==> src/rtl/vote_judge.sv <==
// N-voter judging unit: START opens a session, sticky first-cast votes, close on full turnout or timeout, registered verdict.
// Latency: 3 cycles START-to-DONE best case, TIMEOUT+2 worst case. Backpressure: none; START outside IDLE is dropped, not queued.
// Optional VOTE_VETO_EN: voter 0 is chair and a cast "no" from the chair forces PASS low.
module vote_judge #(
    parameter int N       = 5,
    parameter int THRESH  = 3,
    parameter int TIMEOUT = 255,
    localparam int CW     = $clog2(N + 1)
) (
    input  logic          clk,
    input  logic          rst_n,
    input  logic          start,
    input  logic [N-1:0]  valid,
    input  logic [N-1:0]  vote,
    output logic          busy,
    output logic          done,
    output logic          pass,
    output logic          timed_out,
    output logic [CW-1:0] yes_cnt
);

    typedef enum logic [1:0] {IDLE, COLLECT, TALLY, RESULT} state_t;

    localparam logic [15:0] T_LAST = 16'(TIMEOUT - 1);

    state_t      state;
    logic [N-1:0] cast_mask;
    logic [N-1:0] yes_mask;
    logic [15:0]  timer;

    logic [N-1:0]  new_cast;
    logic [N-1:0]  cast_nxt;
    logic [CW-1:0] yes_pop;
    logic          count_ok;
    logic          verdict;

    always_comb begin
        new_cast = valid & ~cast_mask;
        cast_nxt = cast_mask | new_cast;
        yes_pop  = '0;
        for (int i = 0; i < N; i++) begin
            yes_pop = yes_pop + CW'(yes_mask[i]);
        end
        count_ok = (int'(yes_pop) >= THRESH);
`ifdef VOTE_VETO_EN
        // An absent chair does not veto; only a cast "no" does.
        verdict  = count_ok && !(cast_mask[0] && !yes_mask[0]);
`else
        verdict  = count_ok;
`endif
    end

    always_ff @(posedge clk or negedge rst_n) begin
        if (!rst_n) begin
            state     <= IDLE;
            cast_mask <= '0;
            yes_mask  <= '0;
            timer     <= '0;
            busy      <= 1'b0;
            done      <= 1'b0;
            pass      <= 1'b0;
            timed_out <= 1'b0;
            yes_cnt   <= '0;
        end else begin
            unique case (state)
                IDLE: begin
                    if (start) begin
                        state     <= COLLECT;
                        busy      <= 1'b1;
                        cast_mask <= '0;
                        yes_mask  <= '0;
                        timer     <= '0;
                    end
                end
                COLLECT: begin
                    cast_mask <= cast_nxt;
                    yes_mask  <= yes_mask | (new_cast & vote);
                    timer     <= timer + 16'd1;
                    // Votes landing on the closing edge still count.
                    if ((&cast_nxt) || (timer == T_LAST)) begin
                        state <= TALLY;
                    end
                end
                TALLY: begin
                    state     <= RESULT;
                    done      <= 1'b1;
                    yes_cnt   <= yes_pop;
                    pass      <= verdict;
                    timed_out <= ~(&cast_mask);
                end
                RESULT: begin
                    state <= IDLE;
                    done  <= 1'b0;
                    busy  <= 1'b0;
                end
                default: begin
                    state <= IDLE;
                    done  <= 1'b0;
                    busy  <= 1'b0;
                end
            endcase
        end
    end

endmodule

==> config.mk <==
export PLATFORM = sky130hd
export DESIGN_NAME = vote_judge
export DESIGN_NICKNAME = d
export VERILOG_FILES = /design/src/rtl/vote_judge.sv
export SDC_FILE = /design/constraint.sdc
export NUM_CORES = 1
export LEC_CHECK = 0
export ABC_AREA = 0
export CORE_ASPECT_RATIO = 0.9
export CORE_UTILIZATION = 50
export DETAILED_ROUTE_END_ITERATION = 16
export PLACE_DENSITY = 0.72
export SETUP_SLACK_MARGIN = 0.05
export SYNTH_ARGS = -nofsm -noshare
export SYNTH_HDL_FRONTEND = slang
export SYNTH_SLANG_ARGS = --single-unit
==> constraint.sdc <==
create_clock -name clk -period 3 [get_ports clk]
set_input_delay 0.45 -clock clk [delete_from_list [all_inputs] [get_ports clk]]
set_output_delay 0.45 -clock clk [all_outputs]
set_load 0.005 [all_outputs]
=== Word level (Yosys, flattened, before mapping) ===
Index checks and enable logic that the tools add are counted.

* Flip-flop bits (word level): 35
* Latch bits: 0
* Bits in writable memories: 0
* Bits in read-only memories: 0
* Bits of input ports: 13
* Output and inout bits: 7
* Word-level logic and storage cells: 48
* Memories kept: 0

* Add/sub/neg operators: 5
* Multiply operators: 0
* Div/mod/pow operators: 0
* Magnitude comparators: 1
* Equality and inequality tests: 6
* Shifts and indexed selects: 0
* Mux-type cells: 11
* Bitwise gates (word level): 6
* Reduce and logical (&&, ||, !) cells: 10

{| class="wikitable"
|+ Operators by type and width
! operator !! number
|-
| $pmux 16 s2 || 1
|-
| $pmux 5 s2 || 2
|-
| $add 16x1->16 const B || 1
|-
| $eq 16x8->1 const B || 1
|-
| $mux 16 || 1
|-
| $and 5x5->5 || 2
|-
| $or 5x5->5 || 2
|-
| $reduce_and 5->1 || 2
|-
| $pmux 2 s4 || 1
|-
| $add 3x1->3 || 2
|-
| $reduce_and 2->1 || 3
|-
| $reduce_bool 2->1 || 3
|-
| $mux 5 || 1
|-
| $not 5->5 || 1
|-
| $eq 2x2->1 const B || 2
|-
| $mux 2 || 2
|-
| $ne 2x2->1 const B || 2
|-
| $pmux 1 s2 || 2
|-
| $add 2x1->3 || 1
|-
| $ge 3x2->1 const B || 1
|-
| $add 1x1->2 || 1
|-
| $eq 2x1->1 const B || 1
|-
| $logic_not 2->1 || 1
|-
| $logic_or 1x1->1 || 1
|-
| 2 further kinds || 2
|}

=== Longest topological paths before layout ===
Gate-level depths: netlist of the first run.

* Depth after elaboration: 7
* Depth in mapped cells: 7
* Mapped depth without buffers: 7

=== Worst setup path before layout of the first run ===
Ideal clock, no wire load.

* Kind: reg-to-reg
* Start point: register yes_mask[0]
* End point: register yes_cnt[1]
* Data arrival time: 1.736 ns
* Required time: 2.875 ns
* Path slack: 1.139 ns
* Stages on the path, launching flop included: 7
* Buffers on the path: 0
* Clock period less this slack: 1.861 ns
* Path through: dfrtp_1 inv_1 fa_1 fa_1 inv_1 ha_1 mux2_2

* Word-level cells in the longest chain between the ends: 4

{| class="wikitable"
|+ Ends and longest elaborated chain
! element !! line !! text
|-
| from (decl) || 28 || <nowiki>logic [N-1:0] yes_mask;</nowiki>
|-
| from (signal assigned) || 77 || <nowiki>yes_mask <= yes_mask | (new_cast & vote);</nowiki>
|-
| $add 1x1->2 || 42 || <nowiki>yes_pop = yes_pop + CW'(yes_mask[i]);</nowiki>
|-
| $add 2x1->3 || 42 ||
|-
| $add 3x1->3 (2 in series) || 42 ||
|-
| via yes_pop[1] || 33 || <nowiki>logic [CW-1:0] yes_pop;</nowiki>
|-
| to (signal assigned) || 87 || <nowiki>yes_cnt <= yes_pop;</nowiki>
|-
| to (decl) || 19 || <nowiki>output logic [CW-1:0] yes_cnt</nowiki>
|}

The timed path passes the listed nets, and every way through them passes these cells.
A chain may end at the register's enable or synchronous reset.

=== Worst setup path in the final report of the first run ===
* Start point: register state[0]
* End point: register timer[15]

* Word-level cells in the longest chain between the ends: 3

{| class="wikitable"
|+ Ends and longest elaborated chain
! element !! line !! text
|-
| from (decl) || 26 || <nowiki>state_t state;</nowiki>
|-
| from (signal assigned) || 55 || <nowiki>state <= IDLE;</nowiki>
|-
| from (signal assigned) || 68 || <nowiki>state <= COLLECT;</nowiki>
|-
| from (signal assigned) || 81 || <nowiki>state <= TALLY;</nowiki>
|-
| $eq 2x1->1 or $logic_not 2->1 (tied branches) || 65 || <nowiki>unique case (state)</nowiki>
|-
| $reduce_bool 2->1 (no source line) or $ne 2x2->1 (tied branches) || n/a ||
|-
| $reduce_and 2->1 (no source line) || n/a ||
|-
| to (signal assigned) || 78 || <nowiki>timer <= timer + 16'd1;</nowiki>
|-
| to (decl) || 29 || <nowiki>logic [15:0] timer;</nowiki>
|}

Parallel ways exist; a longest one is shown, timed or not.

==> flow_summary.ini, run 1 <==
[run_status]
status = completed

[worst_setup_path]
worstSetupPathType = register to register
ff2ff_path_depth = 6
cp_max_fo = 20
cp-start-kind = register
worstPathArrival_ns = 2.25
cp.required_ns = 3.22
cp-end-kind = register

[die]
initial_core_util_pct = 52.6
dieArea_um2 = 3800
io_pins = 20
placementRows = 20
die_w_um = 64.9
core_um2 = 3380
die-height_um = 58.6

[clocking]
path_clk_slew_ns = 0.07
cts_made_buffers = 5
clockBufferDepth = 2
holdBufCountCts = 0
postCtsSetupBuffers = 0
worst_skew_pair.late_latency_ns = 0.29
cts_resized = 0
cts.sinks = 35
cts_root_buf = clkbuf_8
htreeDepth = 2
cts_tree = built

[global_route]
grt_max_degree = 36
grt_pass1_vias = 1332
grt_overflow = 0
antenna_found_initial = 0
grt_pass1_wl_mm = 5.98
grt_use_total_pct = 21.7

[synthesis]
synth_area_per_cell_um2 = 10.2
synth_top_area_cell = dfrtp_1
synthCells = 174
async_flop_share_pct = 100
syn_nets = 196
seq_area_frac_synth_pct = 49.3
synth_most_common_cell = dfrtp_1
yosysUniqueCellTypes = 36
yosys-top-cells-area = dfrtp_1, a21oi_1, ha_1
synth_common_cells = dfrtp_1, nor2_1, a21oi_1
yosysWarnings = 0
ys.flop_type = dfrtp_1
synth-seq-cells = 35
synth_enable_flop_cells = 0
synth_top_area_share_pct = 49.3
syn_area_um2 = 1780

[routing]
wire_per_inst_um = 14.5
initialDrtViolationCount = 65
dr.pass1.iters = 4
routed_wl_mm = 3.51
vias = 1355
antenna_left = 0
drc_errors = 0
via_per_inst = 5.60

[power_and_ir_drop]
power_density_nw_per_um2 = 865
internal_power_mw = 1.17
clock_power_share_pct = 20.1
p_total_mw = 1.82
pwr-share-comb_pct = 39.9
pwr-share-seq_pct = 39.9
p_leak_nw = 0.938
ir_drop_uv = 424
switching_share_pct = 35.7
p_switching_mw = 0.652

[sta]
fin_skew_ns = 0.00658
min_period_ns = 2.03
worst_pin_slew_ns = 0.437
period_share_pct = 67.6
slew_headroom_pct = 70.9
setup_viol = 0
fmax_mhz = 493
drv_slew = 0
final_hold_viol_count = 0
rsz0062_at_grt = false
fin_tns_setup_ns = 0

[placement]
dp_hpwl_mm = 2.46
gp_congestion = 0.800
port_buffers = 19

[job]
drv_cap = 0

[cells_and_area]
nets = 219
nFillCells = 270
layout-drive-gt1-share_pct = 8.08
syn2layout_area_growth_pct = 18.6
num_antenna_cells = 0

[worst_hold_path]
hp-class = register to register
hold_depth = 1
## worst max-delay path, cell delays in order, from the launching register on
cell	delay (ns)
dfrtp_1	0.40
inv_1	0.11
ha_1	0.25
mux2_4	0.34
nand3_2	0.18
or4_1	0.53
a21oi_1	0.15
## cells in the final DEF (no fill, tap or decap), types with 3 or more instances in the layout
cell type | synthesis | final
o21ai_1 | 3 | 3
or4_1 | 4 | 4
nand4b_1 | 3 | 3
dfrtp_1 | 35 | 35
mux2_2 | 3 | 3
ha_1 | 7 | 7
nand4_1 | 6 | 6
nand3_1 | 3 | 3
clkdlybuf4s50_1 | 0 | 19
a21oi_1 | 19 | 19
o31ai_1 | 5 | 5
nor2_1 | 20 | 20
xor2_1 | 6 | 6
o22ai_1 | 4 | 4
nand2_1 | 6 | 6
o21ai_0 | 3 | 3
or3_1 | 3 | 3
inv_1 | 16 | 16
clkbuf_8 | 0 | 7
## sequential cells by signal, indices dropped and copies added, names as in the netlist
name,cells
done,1
busy,1
yes_cnt,3
yes_mask,5
pass,1
timer,16
timed_out,1
state,2
cast_mask,5
## routing by layer
| metal | up-vias | GRT usage (%) | routed length, µm |
|---|---|---|---|
| met2 | 32 | 33.6 | 1650 |
| met1 | 658 | 27.3 | 1580 |
| met3 | 7 | 7.36 | 201 |
| li1 | 658 | - | - |
| met4 | 0 | 10.5 | 73 |
| met5 | - | 0 | 0 |
## layout make-up
class / instances / area [µm²] / area share [%]
inverter: 16 / 60.1 / 2.85
timing repair buffer: 21 / 205 / 9.73
tap: 44 / 55.1 / 2.61
clock buffer: 8 / 100 / 4.75
sequential: 35 / 876 / 41.5
multi-input combinational: 118 / 812 / 38.5
## power groups by stage
stage	Sequential, mW	Clock (mW)	Combinational [mW]
2_1_floorplan	0.717	0	0.525
3_3_place_gp	0.729	0	0.698
3_5_place_dp	0.736	0	0.730
4_1_cts	0.728	0.382	0.733
5_1_grt	0.750	0.402	0.834
6_report	0.728	0.368	0.729
## logic make-up after synthesis
family / Yosys count / share of synthesized area, %
adder cells (fa/ha/maj): 9 / 7.18
flip-flops: 35 / 49.3
AO/OA/AOI/OAI: 37 / 12.0
XOR/XNOR: 7 / 3.45
buffers and inverters: 21 / 5.07
AND/OR/NAND/NOR: 60 / 19.7
multiplexers: 5 / 3.38
## per-stage QoR
step                worst slack [ns]  hold slack, ns  std cells  util (%)  instance area [µm²]
floorplan                       1.14           0.154        174         -                 1780
global placement               0.808           0.480        234      59.4                 2010
detailed placement             0.759           0.500        234      59.4                 2010
CTS                            0.965           0.515        242      62.4                 2110
global route                   0.861           0.548        242      62.4                 2110
finish                         0.971           0.512        242      62.4                 2110
## path summary, 6_finish.rpt
check | startpoint | endpoint | slack, ns
min in group asynchronous | rst_n | yes_cnt[0] | 0.57
hold / removal | yes_cnt[0] | yes_cnt[0] | 0.51
setup reg to reg | state[0] | timer[15] | 0.97
max in group asynchronous | rst_n | cast_mask[1] | 2.11
setup / recovery | state[0] | timer[15] | 0.97
hold reg to reg | yes_cnt[0] | yes_cnt[0] | 0.51
Power figures use the tool's default switching activity.
==> run 2: changes to the inputs <==
--- a/config.mk
+++ b/config.mk
@@ -9,7 +9,7 @@
 export CORE_ASPECT_RATIO = 0.9
 export CORE_UTILIZATION = 50
 export DETAILED_ROUTE_END_ITERATION = 16
-export PLACE_DENSITY = 0.72
+export PLACE_DENSITY = 0.75
 export SETUP_SLACK_MARGIN = 0.05
 export SYNTH_ARGS = -nofsm -noshare
 export SYNTH_HDL_FRONTEND = slang
==> constraint.sdc (replaced) <==
create_clock -name clk -period 1.8 [get_ports clk]
set_input_delay 0.27 -clock clk [delete_from_list [all_inputs] [get_ports clk]]
set_output_delay 0.27 -clock clk [all_outputs]
set_load 0.005 [all_outputs]
==> flow_summary.ini, run 2 (synthesized netlist as in run 1, its figures left out) <==
[run_status]
status = finished with violations
violations = setup timing

[sta]
slew_headroom_pct = 70.2
final_hold_viol_count = 0
setup_viol = 3
drv_slew = 0
fmax_mhz = 535
fin_tns_setup_ns = -0.120
min_period_ns = 1.87
rsz0062_at_grt = true
worst_pin_slew_ns = 0.447
fin_skew_ns = 0.00641
setup_ws_ns = -0.0699
period_share_pct = 104

[routing]
via_per_inst = 5.59
initialDrtViolationCount = 57
routed_wl_mm = 3.98
dr.pass1.iters = 4
routed-wl-met2_mm = 1.93
wl_met1_mm = 1.88
antenna_left = 0
drc_errors = 0
highest_layer = met4
vias = 1449
wire_per_inst_um = 15.3
wl_met3_um = 116

[worst_setup_path]
timing.rr.end = yes_cnt[1]
worstPathArrival_ns = 2.04
critPathTopFamily = adder cells
crit_path_frequent_cell = inv_2
slowest_stage = fa_1
cp_slowest_stage_delay_ns = 0.43
reg2reg_slack_ns = -0.07
path_depth = 6
path_buf_inv = 2
path_cells = inv_2 > fa_1 > fa_2 > inv_2 > ha_4 > mux2_4
cp_max_fo = 2
cp.required_ns = 1.97
cp-end-kind = register
ff2ff_path_depth = 6
cp-start-kind = register
regToRegStartpoint = yes_mask[0]
worstSetupPathType = register to register

[cells_and_area]
reg_top3 = timer x16, cast_mask x5, yes_mask x5
nets = 238
final_common_cell = dfrtp_1
instances_no_fill = 259
layout-drive-gt1-share_pct = 26.0
mostFrequentLayoutCells = dfrtp_1, nor2_1, clkdlybuf4s50_1
num_antenna_cells = 0
top_register = timer
final_util_pct = 69.4
design_area_um2 = 2350
nFillCells = 253
largest_reg_flops = 16
syn2layout_area_growth_pct = 31.9

[die]
core_um2 = 3380
initial_core_util_pct = 52.6
io_pins = 20
placementRows = 20
die_w_um = 64.9
dieArea_um2 = 3800
die-height_um = 58.6

[worst_hold_path]
hp-class = input port to asynchronous set/reset pin

[job]
drv_cap = 0

[global_route]
grt_pass1_vias = 1455
antenna_found_initial = 0
grt_use_total_pct = 23.1
grt_pass1_wl_mm = 6.53
grt_overflow = 0
grt_max_degree = 36

[placement]
port_buffers = 19
gp_congestion = 0.787
dpl_cell_area_um2 = 2150
dp_cells = 250
dp_hpwl_mm = 2.69

[clocking]
cts_made_buffers = 5
worst_skew_pair.late_latency_ns = 0.28
path_clk_slew_ns = 0.07
cts.sinks = 35
htreeDepth = 2
cts_tree = built
clockBufferDepth = 2
cts_root_buf = clkbuf_8

[power_and_ir_drop]
power_density_nw_per_um2 = 1440
p_leak_nw = 1.03
p_switching_mw = 1.25
internal_power_mw = 2.11
clock_power_share_pct = 15.4
pwr-share-seq_pct = 36.4
ir_drop_uv = 760
pwr-share-comb_pct = 48.3
switching_share_pct = 37.2
[run 2: worst max path at each step]
stage / start / to / slack [ns]
detailed placement: yes_mask[0] / pass / -0.07
finish: yes_mask[0] / yes_cnt[1] / -0.07
global route: yes_mask[0] / yes_cnt[1] / -0.14
floorplan: yes_mask[3] / yes_cnt[1] / -0.02
global placement: yes_mask[3] / yes_cnt[1] / -0.04
CTS: yes_mask[0] / yes_cnt[1] / -0.06
[run 2: metrics by stage]
step / hold WS (ns) / setup slack (ns) / power (mW)
floorplan: -0.0256 / -0.0153 / 2.08
global placement: 0.472 / -0.0391 / 2.53
detailed placement: 0.500 / -0.0738 / 2.62
CTS: 0.421 / -0.0618 / 3.27
global route: 0.464 / -0.139 / 3.62
finish: 0.406 / -0.0699 / 3.37
[run 2: power groups by stage]
stage          Clock (mW)  Sequential (mW)  Combinational (mW)
2_1_floorplan           0             1.20               0.885
3_3_place_gp            0             1.21                1.32
3_5_place_dp            0             1.23                1.38
4_1_cts             0.528             1.22                1.53
5_1_grt             0.550             1.26                1.81
6_report            0.517             1.22                1.63
[run 2: layer usage]
layer,global-route usage [%],vias to the layer above
met1,30.1,718
met3,4.84,7
li1,-,700
met5,0,-
met2,38.1,24
met4,8.57,0
[run 2: what timing repair did]
item | 4_1_cts | 5_1_grt
pin swaps | 3 | 6
endpoints found under the setup margin | 6 | 17
endpoints found under the hold margin | 0 | 0
cloned | 0 | 0
gates resized for setup | 8 | 18
hold buffers | 0 | 0
setup buffers | 1 | 2
[run 2: cell type report]
| type | count | area, µm² | share of cell area [%] |
|---|---|---|---|
| Sequential cell | 35 | 876 | 37.3 |
| Clock buffer | 6 | 72.6 | 3.09 |
| Multi-Input combinational cell | 118 | 915 | 39.0 |
| Tap cell | 44 | 55.1 | 2.35 |
| Inverter | 16 | 60.1 | 2.56 |
| Timing Repair Buffer | 40 | 368 | 15.7 |
